`src/rtl/etpu_pkg.sv`:
```
// Shared types and constants for the eTPU Wishbone initiator.
package etpu_pkg;

  typedef enum logic [2:0] {
    ST_IDLE,
    ST_WAIT_DATA,
    ST_REQ,
    ST_GAP,
    ST_DONE
  } state_e;

  localparam logic [3:0]  WB_SEL_ALL     = 4'hF;
  localparam logic [31:0] ETPU_BASE_ADDR = 32'h3000_0000;

  // Word-granular beat address; wraps modulo 2^32.
  function automatic logic [31:0] beat_addr(input logic [31:0] start, input logic [7:0] beat);
    return start + {22'd0, beat, 2'b00};
  endfunction

endpackage

```
`src/rtl/etpu_rd_fifo.sv`:
```
// Synchronous read-data FIFO; DEPTH must be a power of two so pointers wrap naturally.
module etpu_rd_fifo #(
  parameter int DEPTH = 8,
  parameter int WIDTH = 32
) (
  input  logic                     clk,
  input  logic                     rst,
  input  logic                     push,
  input  logic                     pop,
  input  logic [WIDTH-1:0]         wdata,
  output logic [WIDTH-1:0]         rdata,
  output logic                     full,
  output logic                     empty,
  output logic [$clog2(DEPTH):0]   count
);
  import etpu_pkg::*;

  localparam int AW = $clog2(DEPTH);
  localparam logic [AW:0] DEPTH_C = (AW+1)'(DEPTH);

  logic [WIDTH-1:0] mem_q [DEPTH];
  logic [AW-1:0]    wptr_q, rptr_q;
  logic [AW:0]      cnt_q;
  logic             do_push, do_pop;

  assign do_pop  = pop && (cnt_q != '0);
  assign do_push = push && ((cnt_q != DEPTH_C) || do_pop);

  always_ff @(posedge clk) begin
    if (rst) begin
      wptr_q <= '0;
      rptr_q <= '0;
      cnt_q  <= '0;
    end else begin
      if (do_push) wptr_q <= wptr_q + 1'b1;
      if (do_pop)  rptr_q <= rptr_q + 1'b1;
      case ({do_push, do_pop})
        2'b10:   cnt_q <= cnt_q + 1'b1;
        2'b01:   cnt_q <= cnt_q - 1'b1;
        default: cnt_q <= cnt_q;
      endcase
    end
  end

  always_ff @(posedge clk) begin
    if (do_push) mem_q[wptr_q] <= wdata;
  end

  assign rdata = mem_q[rptr_q];
  assign full  = (cnt_q == DEPTH_C);
  assign empty = (cnt_q == '0);
  assign count = cnt_q;

endmodule

```
`src/rtl/etpu_wb_master.sv`:
```
// Wishbone classic initiator for the eTPU slave: turns burst commands into
// single-beat cycles, fed by a write stream and draining into a read FIFO.
module etpu_wb_master
  import etpu_pkg::*;
#(
  parameter logic [31:0] BASE_ADDR  = ETPU_BASE_ADDR,
  parameter int          FIFO_DEPTH = 8,
  parameter int          TIMEOUT    = 255
) (
  input  logic        clk,
  input  logic        rst,
  input  logic        cmd_valid,
  output logic        cmd_ready,
  input  logic        cmd_write,
  input  logic [31:0] cmd_addr,
  input  logic [7:0]  cmd_len,
  input  logic        wr_valid,
  output logic        wr_ready,
  input  logic [31:0] wr_data,
  output logic        rd_valid,
  input  logic        rd_ready,
  output logic [31:0] rd_data,
  output logic        busy,
  output logic        done,
  output logic        err,
  output logic        wb_cyc_o,
  output logic        wb_stb_o,
  output logic        wb_we_o,
  output logic [3:0]  wb_sel_o,
  output logic [31:0] wb_adr_o,
  output logic [31:0] wb_dat_o,
  input  logic [31:0] wb_dat_i,
  input  logic        wb_ack_i
);

  localparam int          CW       = $clog2(FIFO_DEPTH) + 1;
  localparam logic [15:0] TMO_LAST = 16'(TIMEOUT - 1);

  state_e      state_q;
  logic        cmd_ready_q, busy_q, done_q, err_q, wr_ready_q;
  logic        stb_q, we_q, dir_q;
  logic [3:0]  sel_q;
  logic [31:0] adr_q, dat_q, start_q;
  logic [7:0]  len_q, beat_q, beat_d;
  logic [15:0] tmo_q;

  logic          fifo_push, fifo_full, fifo_empty;
  logic [CW-1:0] fifo_count;
  logic          space_ok;
  logic          addr_lsb_unused;

  assign addr_lsb_unused = ^cmd_addr[1:0];
  assign beat_d          = beat_q + 8'd1;
  assign space_ok        = (fifo_count < CW'(FIFO_DEPTH));
  assign fifo_push       = (state_q == ST_REQ) && stb_q && wb_ack_i && !dir_q && !fifo_full;

  always_ff @(posedge clk) begin
    if (rst) begin
      state_q     <= ST_IDLE;
      cmd_ready_q <= 1'b0;
      busy_q      <= 1'b0;
      done_q      <= 1'b0;
      err_q       <= 1'b0;
      wr_ready_q  <= 1'b0;
      stb_q       <= 1'b0;
      we_q        <= 1'b0;
      sel_q       <= '0;
      adr_q       <= '0;
      dat_q       <= '0;
      dir_q       <= 1'b0;
      start_q     <= '0;
      len_q       <= '0;
      beat_q      <= '0;
      tmo_q       <= '0;
    end else begin
      done_q <= 1'b0;
      err_q  <= 1'b0;
      case (state_q)
        ST_IDLE: begin
          cmd_ready_q <= 1'b1;
          busy_q      <= 1'b0;
          if (cmd_valid && cmd_ready_q) begin
            cmd_ready_q <= 1'b0;
            busy_q      <= 1'b1;
            dir_q       <= cmd_write;
            start_q     <= BASE_ADDR + {cmd_addr[31:2], 2'b00};
            len_q       <= cmd_len;
            beat_q      <= '0;
            if (cmd_len == 8'd0) begin
              state_q <= ST_DONE;
              done_q  <= 1'b1;
            end else if (cmd_write) begin
              state_q    <= ST_WAIT_DATA;
              wr_ready_q <= 1'b1;
            end else begin
              state_q <= ST_GAP;
            end
          end
        end
        ST_WAIT_DATA: begin
          if (wr_valid) begin
            wr_ready_q <= 1'b0;
            dat_q      <= wr_data;
            state_q    <= ST_REQ;
            stb_q      <= 1'b1;
            sel_q      <= WB_SEL_ALL;
            we_q       <= dir_q;
            adr_q      <= beat_addr(start_q, beat_q);
            tmo_q      <= '0;
          end
        end
        // Reads only strobe once a FIFO slot is guaranteed for the returning word.
        ST_GAP: begin
          if (space_ok) begin
            state_q <= ST_REQ;
            stb_q   <= 1'b1;
            sel_q   <= WB_SEL_ALL;
            we_q    <= dir_q;
            adr_q   <= beat_addr(start_q, beat_q);
            tmo_q   <= '0;
          end
        end
        ST_REQ: begin
          if (wb_ack_i) begin
            stb_q  <= 1'b0;
            sel_q  <= '0;
            we_q   <= 1'b0;
            beat_q <= beat_d;
            if (beat_d == len_q) begin
              state_q <= ST_DONE;
              done_q  <= 1'b1;
            end else if (dir_q) begin
              state_q    <= ST_WAIT_DATA;
              wr_ready_q <= 1'b1;
            end else begin
              state_q <= ST_GAP;
            end
          end else if (tmo_q == TMO_LAST) begin
            stb_q   <= 1'b0;
            sel_q   <= '0;
            we_q    <= 1'b0;
            err_q   <= 1'b1;
            state_q <= ST_IDLE;
          end else begin
            tmo_q <= tmo_q + 16'd1;
          end
        end
        ST_DONE: begin
          state_q     <= ST_IDLE;
          busy_q      <= 1'b0;
          cmd_ready_q <= 1'b1;
        end
        default: state_q <= ST_IDLE;
      endcase
    end
  end

  etpu_rd_fifo #(
    .DEPTH (FIFO_DEPTH),
    .WIDTH (32)
  ) u_rd_fifo (
    .clk   (clk),
    .rst   (rst),
    .push  (fifo_push),
    .pop   (rd_ready),
    .wdata (wb_dat_i),
    .rdata (rd_data),
    .full  (fifo_full),
    .empty (fifo_empty),
    .count (fifo_count)
  );

  assign cmd_ready = cmd_ready_q;
  assign busy      = busy_q;
  assign done      = done_q;
  assign err       = err_q;
  assign wr_ready  = wr_ready_q;
  assign rd_valid  = !fifo_empty;
  assign wb_cyc_o  = stb_q;
  assign wb_stb_o  = stb_q;
  assign wb_we_o   = we_q;
  assign wb_sel_o  = sel_q;
  assign wb_adr_o  = adr_q;
  assign wb_dat_o  = dat_q;

endmodule
```
`config.mk`:
```
export PLATFORM = sky130hd
export DESIGN_NAME = etpu_wb_master
export DESIGN_NICKNAME = d
export VERILOG_FILES = /design/src/rtl/etpu_pkg.sv /design/src/rtl/etpu_rd_fifo.sv /design/src/rtl/etpu_wb_master.sv
export SDC_FILE = /design/constraint.sdc
export NUM_CORES = 1
export LEC_CHECK = 0
export CAP_MARGIN = 15
export CORE_ASPECT_RATIO = 0.9
export CORE_UTILIZATION = 40
export CTS_BUF_LIST = sky130_fd_sc_hd__clkbuf_2 sky130_fd_sc_hd__clkbuf_4 sky130_fd_sc_hd__clkbuf_8
export CTS_CLUSTER_SIZE = 14
export DETAILED_ROUTE_END_ITERATION = 8
export HOLD_SLACK_MARGIN = 0.03
export PLACE_DENSITY = 0.58
export SLEW_MARGIN = 10
export SYNTH_ARGS = -nofsm -noshare
export SYNTH_HDL_FRONTEND = slang
export SYNTH_HIERARCHICAL = 1
export SYNTH_SLANG_ARGS = --single-unit
export TNS_END_PERCENT = 50
```
`constraint.sdc`:
```
create_clock -name clk -period 18.1 [get_ports clk]
set_clock_uncertainty 0.1 [all_clocks]
set_input_delay 4.525 -clock clk [delete_from_list [all_inputs] [get_ports clk]]
set_output_delay 4.525 -clock clk [all_outputs]
set_load 0.05 [all_outputs]
```
==> results of run 1 <==
[final cells by class]
class	count	area, um^2
clock inverters	31	249
flip-flops and latches	404	10700
multi-input cells	736	5720
well taps	540	676
inverters	18	67.6
clock buffers	88	1140
fillers	3636	20200
repair buffers	236	2330
[worst paths after layout]
check	start	end	slack (ns)	depth (start not counted)
max	register	rd_data[19]	9.83	4
min	wb_dat_o[26]$_SDFFE_PP0P_	wb_dat_o[26]$_SDFFE_PP0P_	0.35	2
max reg2reg	state_q[1]$_SDFFE_PP0P_	u_rd_fifo/mem_q[4][28]$_DFFE_PP_	13.99	7
min reg2reg	wb_dat_o[26]$_SDFFE_PP0P_	wb_dat_o[26]$_SDFFE_PP0P_	0.35	2
[per-stage QoR]
step	worst slack [ns]	instances	util, %
final	9.83	2053	50.8
after floorplan	8.91	1232	-
after detailed placement	10.19	1933	47.4
after global placement	10.16	1933	47.4
after global routing	9.62	2053	50.8
after CTS	9.72	2052	50.8
[critical path, stage by stage, from the launching register on]
cell	delay (ns)
dfxtp_4	0.67
buf_4	0.66
mux4_1	0.65
mux2_2	0.27
clkdlybuf4s50_1	0.74
[logic make-up (layout without fill, tap and decap cells)]
kind of cell             Yosys count  in the layout  synth area share, %
other                              1              2               0.0224
flip-flops                       404            404                 63.6
buffers and inverters             92            373                 2.59
AND/OR/NAND/NOR                  373            373                 10.4
multiplexers                      99             99                 11.8
AO/OA/AOI/OAI                    186            186                 7.10
adder cells (fa/ha/maj)           18             18                 1.43
XOR/XNOR                          58             58                 3.03
[cells in the mapped netlist, drive strengths merged (3+ instances only)]
cell type	count
nor2b	8
nor4	3
buf	28
o31ai	3
clkbuf	46
nand2b	7
a31oi	3
nand4	12
dfxtp	148
a21o	3
nand3b	4
o21ai	20
mux2i	3
a21oi	99
or3	5
xnor2	28
ha	16
nand3	25
and2	5
mux4	64
inv	18
or2	3
edfxtp	256
and4	7
nor4b	4
nor3	9
and3	16
nor3b	4
nand2	171
nor2	83
xor2	30
o211ai	4
mux2	32
a211oi	34
o21a	3
[registers in the layout, summed over array words and instances (netlist names), 3 cells and up, named ones only]
signal	count
u_rd_fifo/wptr_q	3
len_q	8
tmo_q	16
u_rd_fifo/count	4
wb_dat_o	32
u_rd_fifo/mem_q	256
u_rd_fifo/rptr_q	3
state_q	3
wb_adr_o	30
start_q	30
beat_q	8
[metal layers]
metal / wire, um / up-vias
met5: 17 / -
met4: 711 / 2
met3: 2390 / 63
met2: 16700 / 256
met1: 17400 / 5124
li1: - / 5076
[power by group through the flow]
stage / Sequential [mW] / Clock, mW / Combinational (mW)
after global routing: 1.08 / 0.891 / 0.571
after floorplan: 1.14 / 0 / 0.317
final: 1.07 / 0.825 / 0.529
after CTS: 1.07 / 0.857 / 0.532
after detailed placement: 1.09 / 0 / 0.530
after global placement: 1.09 / 0 / 0.527
==> flow_summary.toml, run 1 <==
[outcome]
run_status = "finished, final reports clean"

[clocking]
postCtsResizedCells = 0
insertion_delay_of_the_later_clocked_pin_in_the_worst_skew_pair_ns = 0.61
clk_root_buffer_cell = "clkbuf_8"
number_of_buffers_inserted_for_hold_repair_after_clock_tree_synthesis = 0
clk_path_buf_depth = 3
clk_transition_reported_paths_ns = 0.06
cts.repair_timing.setup_buffer_count = 0
clock-sinks = 404
cts_tree = "built"
h-tree-depth = 3
clock_buffers_created_by_tritoncts = 70

[detailed_routing]
remaining_drc_errors = 0
drt_wl_total_um = 37200
antenna_left = 0
drt_first_iter_violations = 531
dr_total_vias = 10521
wl_per_cell_um = 18.1
drtPass1Iterations = 5
drt-vias-per-instance = 5.12

[layout]
design_area_mm2 = 0.0208
leading_cell_type_in_the_layout_fill_and_taps_excluded = "edfxtp_1"
layout_nets = 1595
insertedDiodeCount = 0
final_layout_size_suffix_gt1_share_pct = 14.1
layout.cells.most_common_list = "edfxtp_1, clkdlybuf4s50_1, nand2_1"
syn2layout_area_growth_pct = 24.4

[synthesis]
synth_ff_type = "edfxtp_1"
synthArstFlopShare_pct = 0
synth_largest_area_cell = "edfxtp_1"
synth_top_cell_area_share_pct = 45.9
netlist-cell-type-count = 69
synth.yosys.seq_area_share_pct = 63.6
synth.ff_latch_count = 404
yosysWarningCount = 6
avgSynthCellArea_um2 = 13.6
synthCells = 1231
synth_enable_flop_cells = 256
yosys-top-cells-area = "edfxtp_1, dfxtp_1, mux4_1"
syn-cell-area_mm2 = 0.0167

[floorplanning]
floorplan.initialDensity_pct = 40.9
core_area_mm2 = 0.0410
die_area_mm2 = 0.0427
pin_count = 220
die_w_um = 218
placement_rows = 70
dieHeight_um = 196

[global_route]
grt_use_met1_pct = 24.1
grt.total_usage_pct = 17.6
grt_pass1_wl_um = 58100
grt_most_used_layer = "met2"
globalRouteOverflowTotal = 0
gr_util_met2_pct = 26.9
grt_pass1_vias = 10544
groute.layer.met3.usage_pct = 5.32
number_of_antenna_violations_at_the_first_check_in_global_routing = 2
grt_start_max_net_pins = 87

[placed_design]
finalWeightedCongestion = 0.762
placedInstanceArea_mm2 = 0.0194
portBuffers = 215
post-dp-hpwl_um = 22800

[pwr]
design_power_total_mw = 2.43
ir_drop_mv = 0.0769
power.share.switching_pct = 30.6
power_density_mw_per_mm2 = 117
intPower_mw = 1.68
share_comb_of_total_power_pct = 21.8
power.static_leakage_nw = 6.94
power_share_of_the_sequential_group_pct = 44.2
power_frac_clock_pct = 34.0
switching_power_uw = 743

[worst_hold_path]
class_of_the_most_critical_hold_timing_path = "reg -> reg"

[worst_setup_path]
cp.arrival_ns = 3.64
critPathKind = "reg -> out"
worstSetupEndpointType = "output port"
cp.required_ns = 13.48
path_max_fanout = 38
start_kind = "register"

[sta]
max_slew.worst_pin.slew_ns = 1.03
period_utilization_pct = 45.7
fmax_mhz = 121
finalMaxSlewViolations = 0
max_slew_margin_pct = 31.0
period_needed_ns = 8.27
count_of_final_hold_check_violations = 0
setup_viol = 0
rsz0062_at_grt = "no"
setup-tns-final_ns = 0
final.hold.worst_slack_ns = 0.350

[job]
max-cap-violations = 0
Note: power is estimated with default switching activity, not from simulation.
==> run 2, diff against run 1 <==
clock period = 8.1 ns   (was 18.1 ns; I/O delays follow)
==> run 2 against run 1 <==
Sequential share of layout area is 0.12 points lower. Hold slack better by 0.0026 ns. Critical path depth is the same. Routed wire length rose by 1.4%. Largest power group unchanged.
==> flow_summary.toml, run 2 (synthesis results as in run 1) <==
[outcome]
run_status = "finished, final reports clean"

[layout]
insertedDiodeCount = 0
largest-register = "u_rd_fifo/mem_q"
multi_input_area_mm2 = 0.00572
layout_nets = 1593
final-seq-area_mm2 = 0.0107
number_of_flip_flops_in_the_largest_register = 256
leading_cell_type_in_the_layout_fill_and_taps_excluded = "edfxtp_1"
nFillCells = 3561
syn2layout_area_growth_pct = 24.7
layout.cells.most_common_list = "edfxtp_1, clkdlybuf4s50_1, nand2_1"
final_layout_size_suffix_gt1_share_pct = 14.3

[sta]
max_slew.worst_pin.slew_ns = 1.05
fmax_mhz = 173
finalMaxSlewViolations = 0
period_needed_ns = 5.77
period_utilization_pct = 71.3
count_of_final_hold_check_violations = 0
setup-tns-final_ns = 0
max_slew_margin_pct = 29.8
rsz0062_at_grt = "no"
setup_viol = 0

[detailed_routing]
antenna_left = 0
drt_wl_total_um = 37700
drtPass1Iterations = 5
drt-vias-per-instance = 5.19
remaining_drc_errors = 0
wl_per_cell_um = 18.3
dr_total_vias = 10658
drt_first_iter_violations = 594

[global_route]
grt_pass1_vias = 10548
globalRouteOverflowTotal = 0
grt.total_usage_pct = 17.6
grt_pass1_wl_um = 58100
grt_start_max_net_pins = 80
number_of_antenna_violations_at_the_first_check_in_global_routing = 1

[worst_setup_path]
cp.arrival_ns = 3.65
worstSetupEndpointType = "output port"
path_max_fanout = 36
critPathTopFamily = "buffers and inverters"
crit_path_top_delay_cell = "dfxtp_4"
max_stage_delay_ns = 0.79
start_kind = "register"
crit_cells = 4
cp.required_ns = 5.98
critPathKind = "reg -> out"
critical_path.cell_chain = "buf_4 > mux4_1 > mux2_2 > clkdlybuf4s50_1"
cell_count_of_the_worst_reg_to_reg_path = 7
cp.buffers_inverters = 2

[clocking]
clock-sinks = 404
clock_buffers_created_by_tritoncts = 68
insertion_delay_of_the_later_clocked_pin_in_the_worst_skew_pair_ns = 0.61
cts_tree = "built"
clk_root_buffer_cell = "clkbuf_8"
clk_transition_reported_paths_ns = 0.06
postCtsResizedCells = 0
h-tree-depth = 3
number_of_buffers_inserted_for_hold_repair_after_clock_tree_synthesis = 0
clk_path_buf_depth = 3
cts.repair_timing.setup_buffer_count = 0

[placed_design]
portBuffers = 215
post-dp-hpwl_um = 23300
finalWeightedCongestion = 0.790

[floorplanning]
core_area_mm2 = 0.0410
placement_rows = 70
dieHeight_um = 196
floorplan.initialDensity_pct = 40.9
die_area_mm2 = 0.0427
pin_count = 220
die_w_um = 218

[pwr]
design_power_total_mw = 5.48
power_share_of_the_sequential_group_pct = 43.9
intPower_mw = 3.82
share_comb_of_total_power_pct = 21.6
power.static_leakage_nw = 6.97
power.share.switching_pct = 30.3
ir_drop_mv = 0.151
power_density_mw_per_mm2 = 262
power_frac_clock_pct = 34.5
switching_power_mw = 1.66

[worst_hold_path]
class_of_the_most_critical_hold_timing_path = "reg -> reg"
worst_hold_path.num_cells = 2

[job]
max-cap-violations = 0
-- run 2: power groups by stage --
stage	Combinational, mW	Clock [mW]	Sequential [mW]
6_report	1.18	1.89	2.40
4_1_cts	1.18	1.95	2.41
3_5_place_dp	1.18	0	2.45
5_1_grt	1.27	2.03	2.42
2_1_floorplan	0.708	0	2.56
3_3_place_gp	1.17	0	2.44
-- run 2: routing by layer --
metal,global-route usage (%),vias up,part of all wire [%]
met5,0,-,0.029
li1,-,5079,-
met4,5.58,2,2.0
met2,27.7,262,46
met1,23.5,5257,46
met3,5.05,58,6.2
-- run 2: path summary, 6_finish.rpt --
kind,slack (ns),startpoint,endpoint
worst max-delay path,2.33,register,rd_data[21]
worst min-delay path,0.35,wb_dat_o[6]$_SDFFE_PP0P_,wb_dat_o[6]$_SDFFE_PP0P_
worst max register to register,4.03,state_q[1]$_SDFFE_PP0P_,u_rd_fifo/mem_q[4][30]$_DFFE_PP_
worst min register to register,0.35,wb_dat_o[6]$_SDFFE_PP0P_,wb_dat_o[6]$_SDFFE_PP0P_
-- run 2: final cells by class --
cell class / count / share of cell area, %
Inverter: 18 / 0.324
Clock inverter: 27 / 1.23
Sequential cell: 404 / 51.0
Timing Repair Buffer: 236 / 11.2
Multi-Input combinational cell: 736 / 27.4
Tap cell: 540 / 3.24
Clock buffer: 94 / 5.60
-- run 2: per-stage QoR --
step                cells  cell area [um^2]  util [%]  hold WS (ns)  setup WS [ns]
finish               2055             20900      50.9         0.353           2.33
global route         2055             20900      50.9         0.373           2.12
CTS                  2053             20800      50.8         0.353           2.22
detailed placement   1932             19400      47.4         0.346           2.65
global placement     1932             19400      47.4         0.341           2.67
floorplan            1232             16700         -         0.336           1.41
-- run 2: worst min-delay path, stage by stage (launching register included) --
cell     delay (ns)
dfxtp_1        0.30
nand2_1        0.05
a21oi_1        0.05
==> run 3, diff against run 2 <==
PLACE_DENSITY = 0.6   (was 0.58)
clock period = 5.2 ns   (was 8.1 ns; I/O delays follow)
==> run 3 against run 2 <==
Flip-flop and latch count unchanged. Total power grew 50%. Clock power rose by 39%. Sequential share of layout area up 0.31 points. Combinational power up 58%. Count of clock-buffer cells in the layout shrank 4. Via count down 1.1%. Die area stayed put. Register-to-register slack got worse by 2.0 ns. Largest power group unchanged.
==> flow_summary.toml, run 3 (synthesis results as in run 1) <==
[outcome]
run_status = "finished, final reports clean"

[placed_design]
placed_cells_incl_taps = 1936
placedInstanceArea_mm2 = 0.0195
place_worst_setup_slack_ns = 0.948
post-dp-hpwl_um = 23000
portBuffers = 215
finalWeightedCongestion = 0.785

[pwr]
share_comb_of_total_power_pct = 22.7
power_density_mw_per_mm2 = 396
power.static_leakage_nw = 6.88
power_frac_clock_pct = 32.0
design_power_total_mw = 8.22
power_share_of_the_sequential_group_pct = 45.2
switching_power_mw = 2.55
intPower_mw = 5.67
power.share.switching_pct = 31.0
ir_drop_mv = 0.265

[sta]
period_utilization_pct = 87.5
setup_viol = 0
count_of_final_hold_check_violations = 0
final_critical_path_setup_slack_ns = 0.648
fmax_mhz = 220
finalMaxSlewViolations = 0
rsz0062_at_grt = "no"
setup-tns-final_ns = 0
final.hold.worst_slack_ns = 0.354
max_slew_margin_pct = 28.9
period_needed_ns = 4.55
max_slew.worst_pin.slew_ns = 1.06

[worst_setup_path]
crit_path_top_delay_cell = "clkdlybuf4s50_1"
critical_path.cell_chain = "buf_4 > mux4_1 > mux2_2 > clkdlybuf4s50_1"
critPathKind = "reg -> out"
cp.required_ns = 3.80
cp.arrival_ns = 3.15
worstSetupEndpointType = "output port"
max_stage_delay_ns = 0.73
start_kind = "register"
path_max_fanout = 17

[floorplanning]
core_area_mm2 = 0.0410
placement_rows = 70
die_area_mm2 = 0.0427
floorplan.initialDensity_pct = 40.9
die_w_um = 218
pin_count = 220
dieHeight_um = 196

[layout]
final_layout_size_suffix_gt1_share_pct = 14.0
syn2layout_area_growth_pct = 23.9
finish.utilization_pct = 50.6
largest-register = "u_rd_fifo/mem_q"
layout.cells.most_common_list = "edfxtp_1, clkdlybuf4s50_1, nand2_1"
leading_cell_type_in_the_layout_fill_and_taps_excluded = "edfxtp_1"
layout_nets = 1594
layout.cells.non_filler = 2050
design_area_mm2 = 0.0208
number_of_flip_flops_in_the_largest_register = 256

[global_route]
grt_pass1_wl_um = 57600
number_of_antenna_violations_at_the_first_check_in_global_routing = 3
grt_most_used_layer = "met2"
grt_use_met1_pct = 23.3
grt_start_max_net_pins = 92
grt_pass1_vias = 10584
grt.total_usage_pct = 17.4
globalRouteOverflowTotal = 0
groute.layer.met3.usage_pct = 5.18
gr_util_met2_pct = 26.4

[clocking]
clk_path_buf_depth = 3
clock_buffers_created_by_tritoncts = 66
insertion_delay_of_the_later_clocked_pin_in_the_worst_skew_pair_ns = 0.61
clk_root_buffer_cell = "clkbuf_8"
clk_transition_reported_paths_ns = 0.06
clock-sinks = 404
postCtsResizedCells = 0
cts.repair_timing.setup_buffer_count = 0
h-tree-depth = 3
number_of_buffers_inserted_for_hold_repair_after_clock_tree_synthesis = 0
cts_tree = "built"

[worst_hold_path]
class_of_the_most_critical_hold_timing_path = "reg -> reg"

[job]
max-cap-violations = 0

[detailed_routing]
antenna_left = 0
wl_per_cell_um = 17.9
drt_first_iter_violations = 571
drtPass1Iterations = 5
drt_wl_total_um = 36700
dr_total_vias = 10544
remaining_drc_errors = 0
drt-vias-per-instance = 5.14
[run 3: power groups by stage]
| stage | logic (mW) | clock network (mW) | registers, mW |
|---|---|---|---|
| after floorplan | 1.10 | 0 | 3.98 |
| after global placement | 1.86 | 0 | 3.78 |
| after detailed placement | 1.87 | 0 | 3.78 |
| after CTS | 1.88 | 2.73 | 3.72 |
| after global routing | 2.01 | 2.85 | 3.74 |
| final | 1.87 | 2.63 | 3.72 |
[run 3: worst max-delay path, delay by kind of cell (launching register included)]
kind	cells	cell delay (ns)
buf+inv	2	1.12
mux	2	0.88
flops	1	0.55
[run 3: final timing paths]
path	startpoint	endpoint	slack, ns	cells past startpoint
worst max register to register	state_q[1]$_SDFFE_PP0P_	u_rd_fifo/count[3]$_SDFFE_PP0P_	2.00	11
worst min register to register	wb_adr_o[7]$_SDFFE_PP0P_	wb_adr_o[7]$_SDFFE_PP0P_	0.35	2
worst max-delay path	register	rd_data[8]	0.65	4
worst min-delay path	wb_adr_o[7]$_SDFFE_PP0P_	wb_adr_o[7]$_SDFFE_PP0P_	0.35	2
[run 3: cell type report]
type	count	area, um^2
Fill cell	3602	20200
Sequential cell	404	10700
Multi-Input combinational cell	736	5730
Timing Repair Buffer	239	2370
Clock buffer	90	1110
Tap cell	540	676
Clock inverter	21	136
Inverter	18	67.6
Antenna cell	2	5.00
[run 3: per-layer routing]
metal	vias to the layer above	part of all wire [%]
met5	-	0.019
li1	5071	-
met2	262	45
met4	2	2.8
met3	69	6.6
met1	5140	45
